### src/rtl/mem_arb_pkg.sv
// rtl/mem_arb_pkg.sv - shared types and widths for the unified-memory arbiter
package mem_arb_pkg;

    localparam int LINE_ADDR_W = 14;
    localparam int LINE_W      = 64;

    typedef enum logic [1:0] {
        ST_IDLE  = 2'd0,
        ST_ISSUE = 2'd1,
        ST_WAIT  = 2'd2,
        ST_DONE  = 2'd3
    } state_t;

    typedef enum logic {
        OWN_I = 1'b0,
        OWN_D = 1'b1
    } owner_t;

endpackage

### src/rtl/mem_arbiter_if.sv
// rtl/mem_arbiter_if.sv - requester and memory signal bundle for mem_arbiter
interface mem_arbiter_if;
    import mem_arb_pkg::*;

    logic                   i_req;
    logic [LINE_ADDR_W-1:0] i_addr;
    logic                   i_done;

    logic                   d_req;
    logic                   d_wr;
    logic [LINE_ADDR_W-1:0] d_addr;
    logic [LINE_W-1:0]      d_wdata;
    logic                   d_done;

    logic [LINE_W-1:0]      rdata;
    logic                   err;
    logic                   busy;

    logic [LINE_ADDR_W-1:0] mem_addr;
    logic [LINE_W-1:0]      mem_wdata;
    logic                   mem_re;
    logic                   mem_we;
    logic [LINE_W-1:0]      mem_rdata;
    logic                   mem_rdy;

    modport slave (
        input  i_req, i_addr, d_req, d_wr, d_addr, d_wdata, mem_rdata, mem_rdy,
        output i_done, d_done, rdata, err, busy, mem_addr, mem_wdata, mem_re, mem_we
    );

    modport master (
        output i_req, i_addr, d_req, d_wr, d_addr, d_wdata, mem_rdata, mem_rdy,
        input  i_done, d_done, rdata, err, busy, mem_addr, mem_wdata, mem_re, mem_we
    );

endinterface

### src/rtl/mem_arbiter.sv
// rtl/mem_arbiter.sv - I/D cache miss arbiter and access sequencer for the unified memory
module mem_arbiter
    import mem_arb_pkg::*;
#(
    parameter int WAIT_MAX = 15
) (
    input  logic          clk,
    input  logic          rst_n,
    mem_arbiter_if.slave  bus
);

    localparam int CNT_W = $clog2(WAIT_MAX + 1);

    state_t                 state;
    state_t                 state_nxt;
    owner_t                 last;
    owner_t                 owner;
    owner_t                 win;
    logic                   is_wr;
    logic                   any_req;
    logic                   timeout;
    logic [CNT_W-1:0]       wait_cnt;
    logic                   err_q;
    logic [LINE_W-1:0]      rdata_q;
    logic [LINE_ADDR_W-1:0] addr_q;
    logic [LINE_W-1:0]      wdata_q;
    logic                   re_q;
    logic                   we_q;

    // On a tie the side that was not granted last wins.
    function automatic owner_t pick(input logic i_req, input logic d_req, input owner_t last_own);
        return (d_req && (!i_req || last_own == OWN_I)) ? OWN_D : OWN_I;
    endfunction

    always_comb begin
        state_nxt = state;
        any_req   = bus.i_req | bus.d_req;
        win       = pick(bus.i_req, bus.d_req, last);
        timeout   = (wait_cnt == CNT_W'(WAIT_MAX - 1));
        case (state)
            ST_IDLE:  if (any_req) state_nxt = ST_ISSUE;
            ST_ISSUE: state_nxt = ST_WAIT;
            ST_WAIT:  if (bus.mem_rdy || timeout) state_nxt = ST_DONE;
            ST_DONE:  state_nxt = ST_IDLE;
            default:  state_nxt = ST_IDLE;
        endcase
    end

    always_ff @(posedge clk or negedge rst_n) begin
        if (!rst_n) begin
            state <= ST_IDLE;
        end else begin
            state <= state_nxt;
        end
    end

    always_ff @(posedge clk or negedge rst_n) begin
        if (!rst_n) begin
            last     <= OWN_I;
            owner    <= OWN_I;
            is_wr    <= 1'b0;
            wait_cnt <= '0;
            err_q    <= 1'b0;
            rdata_q  <= '0;
            addr_q   <= '0;
            wdata_q  <= '0;
            re_q     <= 1'b0;
            we_q     <= 1'b0;
        end else begin
            case (state)
                ST_IDLE: begin
                    if (any_req) begin
                        last    <= win;
                        owner   <= win;
                        is_wr   <= (win == OWN_D) && bus.d_wr;
                        addr_q  <= (win == OWN_D) ? bus.d_addr : bus.i_addr;
                        wdata_q <= ((win == OWN_D) && bus.d_wr) ? bus.d_wdata : '0;
                        re_q    <= !((win == OWN_D) && bus.d_wr);
                        we_q    <= (win == OWN_D) && bus.d_wr;
                    end
                end
                ST_ISSUE: begin
                    // The memory pulls rdy low combinationally here, so it is not looked at.
                    re_q     <= 1'b0;
                    we_q     <= 1'b0;
                    wait_cnt <= '0;
                end
                ST_WAIT: begin
                    if (bus.mem_rdy) begin
                        if (!is_wr) rdata_q <= bus.mem_rdata;
                    end else if (timeout) begin
                        err_q <= 1'b1;
                    end else begin
                        wait_cnt <= wait_cnt + 1'b1;
                    end
                end
                ST_DONE: begin
                    err_q <= 1'b0;
                end
                default: begin
                end
            endcase
        end
    end

    assign bus.i_done    = (state == ST_DONE) && (owner == OWN_I);
    assign bus.d_done    = (state == ST_DONE) && (owner == OWN_D);
    assign bus.err       = err_q;
    assign bus.busy      = (state != ST_IDLE);
    assign bus.rdata     = rdata_q;
    assign bus.mem_addr  = addr_q;
    assign bus.mem_wdata = wdata_q;
    assign bus.mem_re    = re_q;
    assign bus.mem_we    = we_q;

endmodule

### src/flat_wrapper.sv
// flat-port wrapper written by rule: the top's interface ports become plain ports
module mem_arbiter_flat import mem_arb_pkg::*;
#(
    parameter int WAIT_MAX = 15
)
  (clk, rst_n, bus_i_req, bus_i_addr, bus_d_req, bus_d_wr, bus_d_addr, bus_d_wdata, bus_mem_rdata, bus_mem_rdy, bus_i_done, bus_d_done, bus_rdata, bus_err, bus_busy, bus_mem_addr, bus_mem_wdata, bus_mem_re, bus_mem_we);
  mem_arbiter_if bus_i ();
  input  logic clk;
  input  logic rst_n;
  input wire logic [$bits(bus_i.i_req)-1:0] bus_i_req;
  input wire logic [$bits(bus_i.i_addr)-1:0] bus_i_addr;
  input wire logic [$bits(bus_i.d_req)-1:0] bus_d_req;
  input wire logic [$bits(bus_i.d_wr)-1:0] bus_d_wr;
  input wire logic [$bits(bus_i.d_addr)-1:0] bus_d_addr;
  input wire logic [$bits(bus_i.d_wdata)-1:0] bus_d_wdata;
  input wire logic [$bits(bus_i.mem_rdata)-1:0] bus_mem_rdata;
  input wire logic [$bits(bus_i.mem_rdy)-1:0] bus_mem_rdy;
  output wire logic [$bits(bus_i.i_done)-1:0] bus_i_done;
  output wire logic [$bits(bus_i.d_done)-1:0] bus_d_done;
  output wire logic [$bits(bus_i.rdata)-1:0] bus_rdata;
  output wire logic [$bits(bus_i.err)-1:0] bus_err;
  output wire logic [$bits(bus_i.busy)-1:0] bus_busy;
  output wire logic [$bits(bus_i.mem_addr)-1:0] bus_mem_addr;
  output wire logic [$bits(bus_i.mem_wdata)-1:0] bus_mem_wdata;
  output wire logic [$bits(bus_i.mem_re)-1:0] bus_mem_re;
  output wire logic [$bits(bus_i.mem_we)-1:0] bus_mem_we;
  assign bus_i.i_req = bus_i_req;
  assign bus_i.i_addr = bus_i_addr;
  assign bus_i.d_req = bus_d_req;
  assign bus_i.d_wr = bus_d_wr;
  assign bus_i.d_addr = bus_d_addr;
  assign bus_i.d_wdata = bus_d_wdata;
  assign bus_i.mem_rdata = bus_mem_rdata;
  assign bus_i.mem_rdy = bus_mem_rdy;
  assign bus_i_done = bus_i.i_done;
  assign bus_d_done = bus_i.d_done;
  assign bus_rdata = bus_i.rdata;
  assign bus_err = bus_i.err;
  assign bus_busy = bus_i.busy;
  assign bus_mem_addr = bus_i.mem_addr;
  assign bus_mem_wdata = bus_i.mem_wdata;
  assign bus_mem_re = bus_i.mem_re;
  assign bus_mem_we = bus_i.mem_we;
  mem_arbiter #(.WAIT_MAX(WAIT_MAX)) u_core (.clk(clk), .rst_n(rst_n), .bus(bus_i));
endmodule
### config.mk
export PLATFORM = sky130hd
export DESIGN_NAME = mem_arbiter_flat
export DESIGN_NICKNAME = d
export VERILOG_FILES = /design/src/rtl/mem_arb_pkg.sv /design/src/rtl/mem_arbiter_if.sv /design/src/rtl/mem_arbiter.sv /design/src/flat_wrapper.sv
export SDC_FILE = /design/constraint.sdc
export NUM_CORES = 1
export LEC_CHECK = 0
export ABC_AREA = 1
export ABC_CLOCK_PERIOD_IN_PS = 2100
export CAP_MARGIN = 40
export CORE_UTILIZATION = 30
export CTS_CLUSTER_DIAMETER = 150
export DETAILED_ROUTE_END_ITERATION = 6
export HOLD_SLACK_MARGIN = 0.05
export PLACE_DENSITY_LB_ADDON = 0.05
export SYNTH_ARGS = -nofsm -noshare
export SYNTH_HDL_FRONTEND = slang
export SYNTH_SLANG_ARGS = --single-unit
### constraint.sdc
create_clock -name clk -period 2.1 [get_ports clk]
set_clock_uncertainty 0.15 [all_clocks]
set_input_delay 0.42 -clock clk [delete_from_list [all_inputs] [get_ports clk]]
set_output_delay 0.42 -clock clk [all_outputs]
set_load 0.02 [all_outputs]
==> results of run 1 <==
[flip-flops by register name, summed over array words and instances (netlist names)]
name,cells
u_core.bus.err,1
u_core.bus.mem_addr,14
u_core.bus.mem_re,1
u_core.bus.mem_wdata,64
u_core.bus.mem_we,1
u_core.bus.rdata,64
u_core.is_wr,1
u_core.last,1
u_core.state,2
u_core.wait_cnt,4
[path summary, 6_finish.rpt]
| path | startpoint | end |
|---|---|---|
| max in group asynchronous | rst_n | u_core.bus.rdata[43]$_DFFE_PN0P_ |
| setup / recovery | u_core.state[0]$_DFFE_PN0P_ | bus_d_done |
| hold / removal | rst_n | u_core.bus.mem_wdata[58]$_DFFE_PN0P_ |
| hold reg to reg | u_core.bus.err$_DFFE_PN0P_ | u_core.bus.err$_DFFE_PN0P_ |
| setup reg to reg | u_core.state[0]$_DFFE_PN0P_ | u_core.bus.mem_wdata[22]$_DFFE_PN0P_ |
| min in group clk | u_core.bus.err$_DFFE_PN0P_ | u_core.bus.err$_DFFE_PN0P_ |
[layer usage]
| metal | global-route usage, % | part of all wire [%] | vias up |
|---|---|---|---|
| met3 | 5.525 | 7.6 | 18 |
| met4 | 6.031 | 1.4 | 0 |
| met2 | 27.85 | 47 | 175 |
| li1 | - | - | 2841 |
| met5 | 0 | 0 | - |
| met1 | 22.02 | 44 | 2475 |
[worst max-delay path, delay by kind of cell (launching register included)]
family        cells  cell delay, ps
fa+ha+maj         1             230
flops             1             410
buf+inv           2             340
simple gates      1              60
[where the power goes]
group,switching [uW],leakage (uW),internal [uW]
combinational,3850,0.00292,3340
sequential,717,0.00199,4290
clock,1230,0.000272,1720
[logic make-up after synthesis]
kind of cell	synth area share [%]
AO/OA/AOI/OAI	10.41
XOR/XNOR	0.1381
adder cells (fa/ha/maj)	1.380
buffers and inverters	11.77
flip-flops	60.34
AND/OR/NAND/NOR	15.95
[repair_timing]
action	in CTS	in global routing
buffers inserted	0	1
gates cloned	0	0
endpoints found under the setup margin	3	2
endpoints found under the hold margin	27	0
hold buffers	1	0
resized for setup	6	2
[layout make-up]
cell class	count	area [um^2]
tap	270	337.8
sequential	153	3829
timing repair buffer	328	3328
clock buffer	21	470.5
inverter	143	536.8
multi-input combinational	402	1793
fill	1993	10110
clock inverter	10	93.84
[cell usage in the layout, fill, tap and decap left out, drive strengths merged]
cell type        n
dfrtp          153
or2              1
inv            145
nand4            3
clkdlybuf4s50  305
nand2          242
xor2             1
clkinvlp         3
clkbuf          22
nand3           13
dlygate4sd2      1
dlygate4sd3      1
o21ai          132
ha               7
bufinv           1
buf             20
clkinv           4
nor2             3
[through the flow]
stage / hold WS (ps) / cells / power (uW) / worst slack, ps
CTS: 323.2 / 1326 / 15400 / 17.65
global placement: 196.6 / 1294 / 12310 / 134.8
floorplan: -25.59 / 731 / 8600 / 569.8
detailed placement: 203.8 / 1294 / 12360 / 89.57
finish: 317.3 / 1327 / 15150 / 70.45
global route: 323.7 / 1327 / 16190 / 12.09
==> flow_metrics.tcl, run 1 <==
set metrics [dict create \
    outcome "finished clean" \
    drive_gt1_share_pct 5.298 \
    critPathRequiredTime_ps 1530 \
    synth-edff-count 0 \
    placed_area_mm2 0.009818 \
    vias_per_cell 4.151 \
    antenna_found_initial 0 \
    rrSetupSlack_ps 330 \
    cts_tree "built" \
    grt_max_degree 45 \
    ios 310 \
    end_kind "primary output" \
    grt_usage_pct 17.35 \
    grt_pass1_vias 5427 \
    drt_iter0_drc 149 \
    setup_viol_count_final 0 \
    dieHeight_um 147.4 \
    relSlewSlack_pct 70.13 \
    synthTopCellsByCount "nand2_1 (241), dfrtp_1 (153), inv_1 (142)" \
    wl_mm 18.11 \
    insertion_delay_ps 410 \
    clockBufferDepth 2 \
    synthesis.area_mm2 0.006345 \
    std_cell_rows 52 \
    crit_path_start_kind "flip-flop" \
    clk_pin_slew_ps 60 \
    yosysTopAreaCell "dfrtp_1" \
    fmax_mhz 492.7 \
    synth_fp_nets 900 \
    hp-class "in2async" \
    core_area_mm2 0.02049 \
    dpl.hpwl_mm 13.32 \
    rsz0062_at_grt "no" \
    cpPeakStageDelay_ps 410 \
    yosysSeqAreaShare_pct 60.34 \
    ant_nets 0 \
    worst-slew-pin-transition_ps 447.5 \
    gp_congestion 0.7618 \
    r2r_cells 6 \
    io_buffers 309 \
    start_util_pct 30.96 \
    grt_pass1_wl_mm 29.26 \
    syn_to_final_growth_pct 63.73 \
    vias 5509 \
    cts_root_buf "clkbuf_16" \
    maxSlewViolCount 0 \
    layout.nets 1214 \
    htreeDepth 4 \
    synthCells 731 \
    min_period_ps 2030 \
    period_share_pct 96.65 \
    utilization_pct 50.69 \
    synthFlopType "dfrtp_1" \
    setup_tns_ps 0 \
    clkSinkCount 153 \
    synthArstFlopShare_pct 100.0 \
    post_drt_wl_per_cell_um 13.65 \
    cp_data_arrival_time_ps 1460 \
    leakage_uw 0.005178 \
    synth_area_leaders "dfrtp_1 (60%), nand2_1 (14%), inv_1 (8.4%)" \
    critical_path.max_fanout 4 \
    avgSynthCellArea_um2 8.680 \
    crit_slowest_cell "dfrtp_1" \
    ys_types 17 \
    num_antenna_cells 0 \
    synth_warnings 0 \
    maxCapViolations 0 \
    vdd_drop_max_mv 0.5295 \
    crit_chain "ha_1, nand2_1, inv_1, dlygate4sd2_1" \
    netlist.area_leader.share_pct 60.34 \
    die_area_mm2 0.02174 \
    numCtsBuffers 17 \
    synth_seq_cells 153 \
    final-hold-violation-count 0 \
    drt-pass1-iter-count 4 \
    die_width_um 147.4 \
    power_density_mw_per_mm2 1458 \
    grt_overflow 0 \
    yosysMostFrequentCell "nand2_1" \
    design_area_mm2 0.01039 \
    critical_path_class "reg2out" \
    remaining_drc_errors 0 \
]
No activity file was read; power rests on OpenSTA's default activity.
==> inputs of run 2 (changes only) <==
--- a/config.mk
+++ b/config.mk
@@ -5,7 +5,7 @@
 export SDC_FILE = /design/constraint.sdc
 export NUM_CORES = 1
 export LEC_CHECK = 0
-export ABC_AREA = 1
+export ABC_AREA = 0
 export ABC_CLOCK_PERIOD_IN_PS = 2100
 export CAP_MARGIN = 40
 export CORE_UTILIZATION = 30
==> flow_metrics.tcl, run 2 <==
set metrics [dict create \
    cts_tree "built" \
    synth_fp_nets 573 \
    synth_warnings 0 \
    wl_mm 17.28 \
    grt_pass1_vias 4793 \
    vias 4572 \
    dieHeight_um 143.7 \
    vias_per_cell 4.549 \
    postCtsSetupBuffers 0 \
    synth_area_leaders "dfrtp_1 (64%), mux2_2 (12%), a22o_1 (9.3%)" \
    syn_to_final_growth_pct 68.09 \
    die_area_mm2 0.02065 \
    antenna_found_initial 0 \
    std_cell_rows 51 \
    area.sequential_mm2 0.003829 \
    synthArstFlopShare_pct 100.0 \
    multi_input_area_mm2 0.001983 \
    final-hold-violation-count 0 \
    grt_pass1_wl_mm 26.07 \
    final_common_cell "clkdlybuf4s50_1" \
    critical_path_class "reg2out" \
    ios 310 \
    dpl.hpwl_mm 13.04 \
    yosysMostFrequentCell "dfrtp_1" \
    end_kind "primary output" \
    worst-slew-pin-transition_ps 441.1 \
    avgSynthCellArea_um2 14.91 \
    htreeDepth 4 \
    clockBufferDepth 2 \
    power_density_mw_per_mm2 1560 \
    hp-class "reg2reg" \
    period_share_pct 95.11 \
    setup_tns_ps 0 \
    fmax_mhz 500.7 \
    grt_max_degree 58 \
    num_antenna_cells 0 \
    leakage_uw 0.004346 \
    clk_pin_slew_ps 70 \
    netlist.area_leader.share_pct 63.56 \
    maxCapViolations 0 \
    synthTopCellsByCount "dfrtp_1 (153), a22o_1 (64), mux2_2 (64)" \
    yosysSeqAreaShare_pct 63.56 \
    critPathRequiredTime_ps 1530 \
    synth_seq_cells 153 \
    nFillCells 1748 \
    outcome "finished clean" \
    synthFlopType "dfrtp_1" \
    critical_path.max_fanout 4 \
    ant_nets 0 \
    utilization_pct 51.68 \
    setup_viol_count_final 0 \
    relSlewSlack_pct 70.60 \
    numCtsBuffers 17 \
    die_width_um 143.7 \
    layout_common_cells "clkdlybuf4s50_1 (305), dfrtp_1 (153), mux2_2 (64), a22o_1 (64)" \
    crit_path_start_kind "flip-flop" \
    drive_gt1_share_pct 18.51 \
    grt_usage_pct 16.95 \
    cp_data_arrival_time_ps 1430 \
    drt-pass1-iter-count 4 \
    gp_congestion 0.7998 \
    layout.nets 896 \
    insertion_delay_ps 410 \
    core_area_mm2 0.01959 \
    maxSlewViolCount 0 \
    rsz0062_at_grt "no" \
    grt_overflow 0 \
    clkSinkCount 153 \
    drt_iter0_drc 131 \
    yosysTopAreaCell "dfrtp_1" \
    remaining_drc_errors 0 \
    synth-edff-count 0 \
    vdd_drop_max_mv 0.6789 \
    synthesis.area_mm2 0.006023 \
    start_util_pct 30.75 \
    finalPower_uw 15790 \
    synthCells 404 \
    min_period_ps 1997 \
    ys_types 35 \
    post_drt_wl_per_cell_um 17.19 \
    cts_root_buf "clkbuf_16" \
    io_buffers 309 \
]
-- run 2: kinds of logic (layout without fill, tap and decap cells) --
| family | Yosys count | count (layout) | synth area share, % |
|---|---|---|---|
| AO/OA/AOI/OAI | 98 | 98 | 13.48 |
| adder cells (fa/ha/maj) | 7 | 7 | 1.454 |
| buffers and inverters | 29 | 365 | 3.801 |
| flip-flops | 153 | 153 | 63.56 |
| multiplexers | 80 | 80 | 14.64 |
| AND/OR/NAND/NOR | 37 | 37 | 3.054 |
-- run 2: through the flow --
| stage | area, um^2 | hold WS (ps) | cells | worst slack [ps] |
|---|---|---|---|---|
| 6_report | 10120 | 323.0 | 1005 | 102.6 |
| 4_1_cts | 10130 | 326.8 | 1005 | 3.275 |
| 3_3_place_gp | 9530 | 222.9 | 972 | 25.52 |
| 2_1_floorplan | 6023 | -25.59 | 404 | 352.1 |
| 3_5_place_dp | 9530 | 229.4 | 972 | 13.98 |
| 5_1_grt | 10120 | 343.7 | 1005 | 16.63 |
-- run 2: final cells by class --
cell class | instances | share of cell area [%]
clock inverter | 15 | 1.631
tap | 265 | 3.275
timing repair buffer | 329 | 33.34
multi-input combinational | 222 | 19.59
sequential | 153 | 37.82
clock buffer | 17 | 4.202
inverter | 4 | 0.1483
-- run 2: what timing repair did --
item,CTS,global route
resized for setup,7,5
hold buffers,1,0
hold endpoints to repair,39,0
setup endpoints to repair,3,3
-- run 2: critical path, stage by stage, from the launching register on --
cell and delay [ps]:
dfrtp_1 410, inv_2 100, ha_2 190, inv_1 70, clkdlybuf4s15_2 250
-- run 2: worst paths after layout --
kind	from	to	slack, ps	cells past startpoint
worst max register to register	u_core.state[0]$_DFFE_PN0P_	u_core.bus.rdata[58]$_DFFE_PN0P_	200	6
worst max-delay path	u_core.state[0]$_DFFE_PN0P_	bus_busy	100	4
max in group asynchronous	rst_n	u_core.bus.mem_wdata[17]$_DFFE_PN0P_	800	3
min in group asynchronous	rst_n	u_core.bus.rdata[13]$_DFFE_PN0P_	350	2
worst min register to register	u_core.bus.mem_addr[3]$_DFFE_PN0P_	u_core.bus.mem_addr[3]$_DFFE_PN0P_	320	2
worst min-delay path	u_core.bus.mem_addr[3]$_DFFE_PN0P_	u_core.bus.mem_addr[3]$_DFFE_PN0P_	320	2
-- run 2: where the power goes --
part | internal [uW] | switching [uW]
clock | 1770 | 1290
combinational | 4010 | 3610
sequential | 4350 | 751
-- run 2: routing by layer --
metal  global-route usage, %  share of wire (%)  wire length, um
met4                   8.175                2.9              506
met1                   19.24                 39             6783
met3                   6.098                8.5             1466
met5                       0                  0                0
met2                   28.28                 49             8524
==> inputs of run 3 (changes only) <==
--- a/config.mk
+++ b/config.mk
@@ -13,6 +13,7 @@
 export DETAILED_ROUTE_END_ITERATION = 6
 export HOLD_SLACK_MARGIN = 0.05
 export PLACE_DENSITY_LB_ADDON = 0.05
+export SETUP_SLACK_MARGIN = 0.5
 export SYNTH_ARGS = -nofsm -noshare
 export SYNTH_HDL_FRONTEND = slang
 export SYNTH_SLANG_ARGS = --single-unit
==> flow_metrics.tcl, run 3 (synthesis results as in run 2) <==
set metrics [dict create \
    cts_tree "built" \
    cts_root_buf "clkbuf_16" \
    final_common_cell "clkdlybuf4s50_1" \
    clk_pin_slew_ps 60 \
    layout_common_cells "clkdlybuf4s50_1 (159), dfrtp_1 (151), buf_2 (143), a22o_1 (64), mux2_2 (59)" \
    drt_iter0_drc 152 \
    layout.nets 939 \
    outcome "finished clean" \
    hp-class "reg2reg" \
    htreeDepth 4 \
    vias 4853 \
    start_util_pct 30.75 \
    grt_max_degree 53 \
    grt_usage_pct 18.86 \
    vias_per_cell 4.626 \
    utilization_pct 52.68 \
    fmax_mhz 522.3 \
    clkSinkCount 153 \
    relSlewSlack_pct 64.28 \
    finalPower_uw 15770 \
    critical_path_class "reg2reg" \
    remaining_drc_errors 0 \
    whs_ps 321.9 \
    die_width_um 143.7 \
    crit_path_start_kind "flip-flop" \
    end_kind "flip-flop" \
    critical_path.max_fanout 7 \
    vdd_drop_max_mv 0.6077 \
    grt_overflow 0 \
    ios 310 \
    antenna_found_initial 1 \
    core_area_mm2 0.01959 \
    wl_mm 20.43 \
    die_area_mm2 0.02065 \
    final-hold-violation-count 0 \
    insertion_delay_ps 420 \
    gp_congestion 0.7333 \
    clockBufferDepth 2 \
    leakage_uw 0.004947 \
    setup_tns_ps 0 \
    ant_nets 0 \
    design_area_mm2 0.01032 \
    worst-slew-pin-transition_ps 535.7 \
    std_cell_rows 51 \
    critPathRequiredTime_ps 2260 \
    rsz0062_at_grt "yes" \
    drive_gt1_share_pct 43.17 \
    drt-pass1-iter-count 4 \
    min_period_ps 1914 \
    dieHeight_um 143.7 \
    power_density_mw_per_mm2 1528 \
    grt_pass1_wl_mm 28.50 \
    io_buffers 309 \
    dpl.hpwl_mm 13.24 \
    cp_data_arrival_time_ps 2070 \
    placed_area_mm2 0.009544 \
    setup_viol_count_final 0 \
    maxCapViolations 0 \
    maxSlewViolCount 0 \
    syn_to_final_growth_pct 71.33 \
    post_drt_wl_per_cell_um 19.48 \
    numCtsBuffers 17 \
    period_share_pct 91.16 \
    grt_pass1_vias 4866 \
]
-- run 3: timing repair --
item / CTS / global route
gates resized for setup: 638 / 28
pin swaps: 7 / 4
setup endpoints to repair: 296 / 156
hold endpoints to repair: 46 / 0
hold buffers: 1 / 0
setup buffers: 17 / 5
gates cloned: 10 / 9
-- run 3: area by class of cell --
cell class | instances | area [um^2]
diodes | 1 | 2.502
multi-input cells | 222 | 2102
well taps | 265 | 331.6
clock buffers | 21 | 460.4
fillers | 1764 | 9270
repair buffers | 372 | 3442
clock inverters | 11 | 135.1
flip-flops and latches | 153 | 3831
inverters | 4 | 15.01
-- run 3: power by group --
part | switching (uW) | total [uW] | internal [uW]
registers | 736 | 5090 | 4350
clock network | 1280 | 3110 | 1840
logic | 4000 | 7560 | 3570
-- run 3: path summary, 6_finish.rpt --
kind                                                          from                                    to  slack [ps]  depth (start not counted)
worst max-delay path                   u_core.state[0]$_DFFE_PN0P_      u_core.bus.rdata[34]$_DFFE_PN0P_         190                          8
worst min-delay path            u_core.bus.mem_addr[3]$_DFFE_PN0P_    u_core.bus.mem_addr[3]$_DFFE_PN0P_         320                          2
worst max register to register         u_core.state[0]$_DFFE_PN0P_      u_core.bus.rdata[34]$_DFFE_PN0P_         190                          8
min in group asynchronous                                    rst_n      u_core.bus.rdata[17]$_DFFE_PN0P_         380                          2
max in group asynchronous                                    rst_n  u_core.bus.mem_wdata[26]$_DFFE_PN0P_         770                          3
worst min register to register  u_core.bus.mem_addr[3]$_DFFE_PN0P_    u_core.bus.mem_addr[3]$_DFFE_PN0P_         320                          2
-- run 3: critical path, cell delays in order (launching register included) --
cell and delay [ps]:
dfrtp_2 410, inv_2 80, buf_6 120, ha_4 150, nand3b_1 90, buf_6 130, buf_12 160, clkbuf_16 170
mux2_2 330
-- run 3: metal layers --
metal	GRT usage (%)	part of all wire, %	up-vias	wire length (um)
met3	6.165	7.4	24	1511
li1	-	-	2230	-
met4	6.831	2.0	0	406
met5	0	0	-	0
met1	22.52	40	2394	8103
met2	31.66	51	205	10410
-- run 3: through the flow --
step	setup slack, ps	std cells
floorplan	493.4	404
global route	143.5	1049
global placement	86.23	974
detailed placement	71.77	974
finish	185.6	1049
CTS	200.3	1034
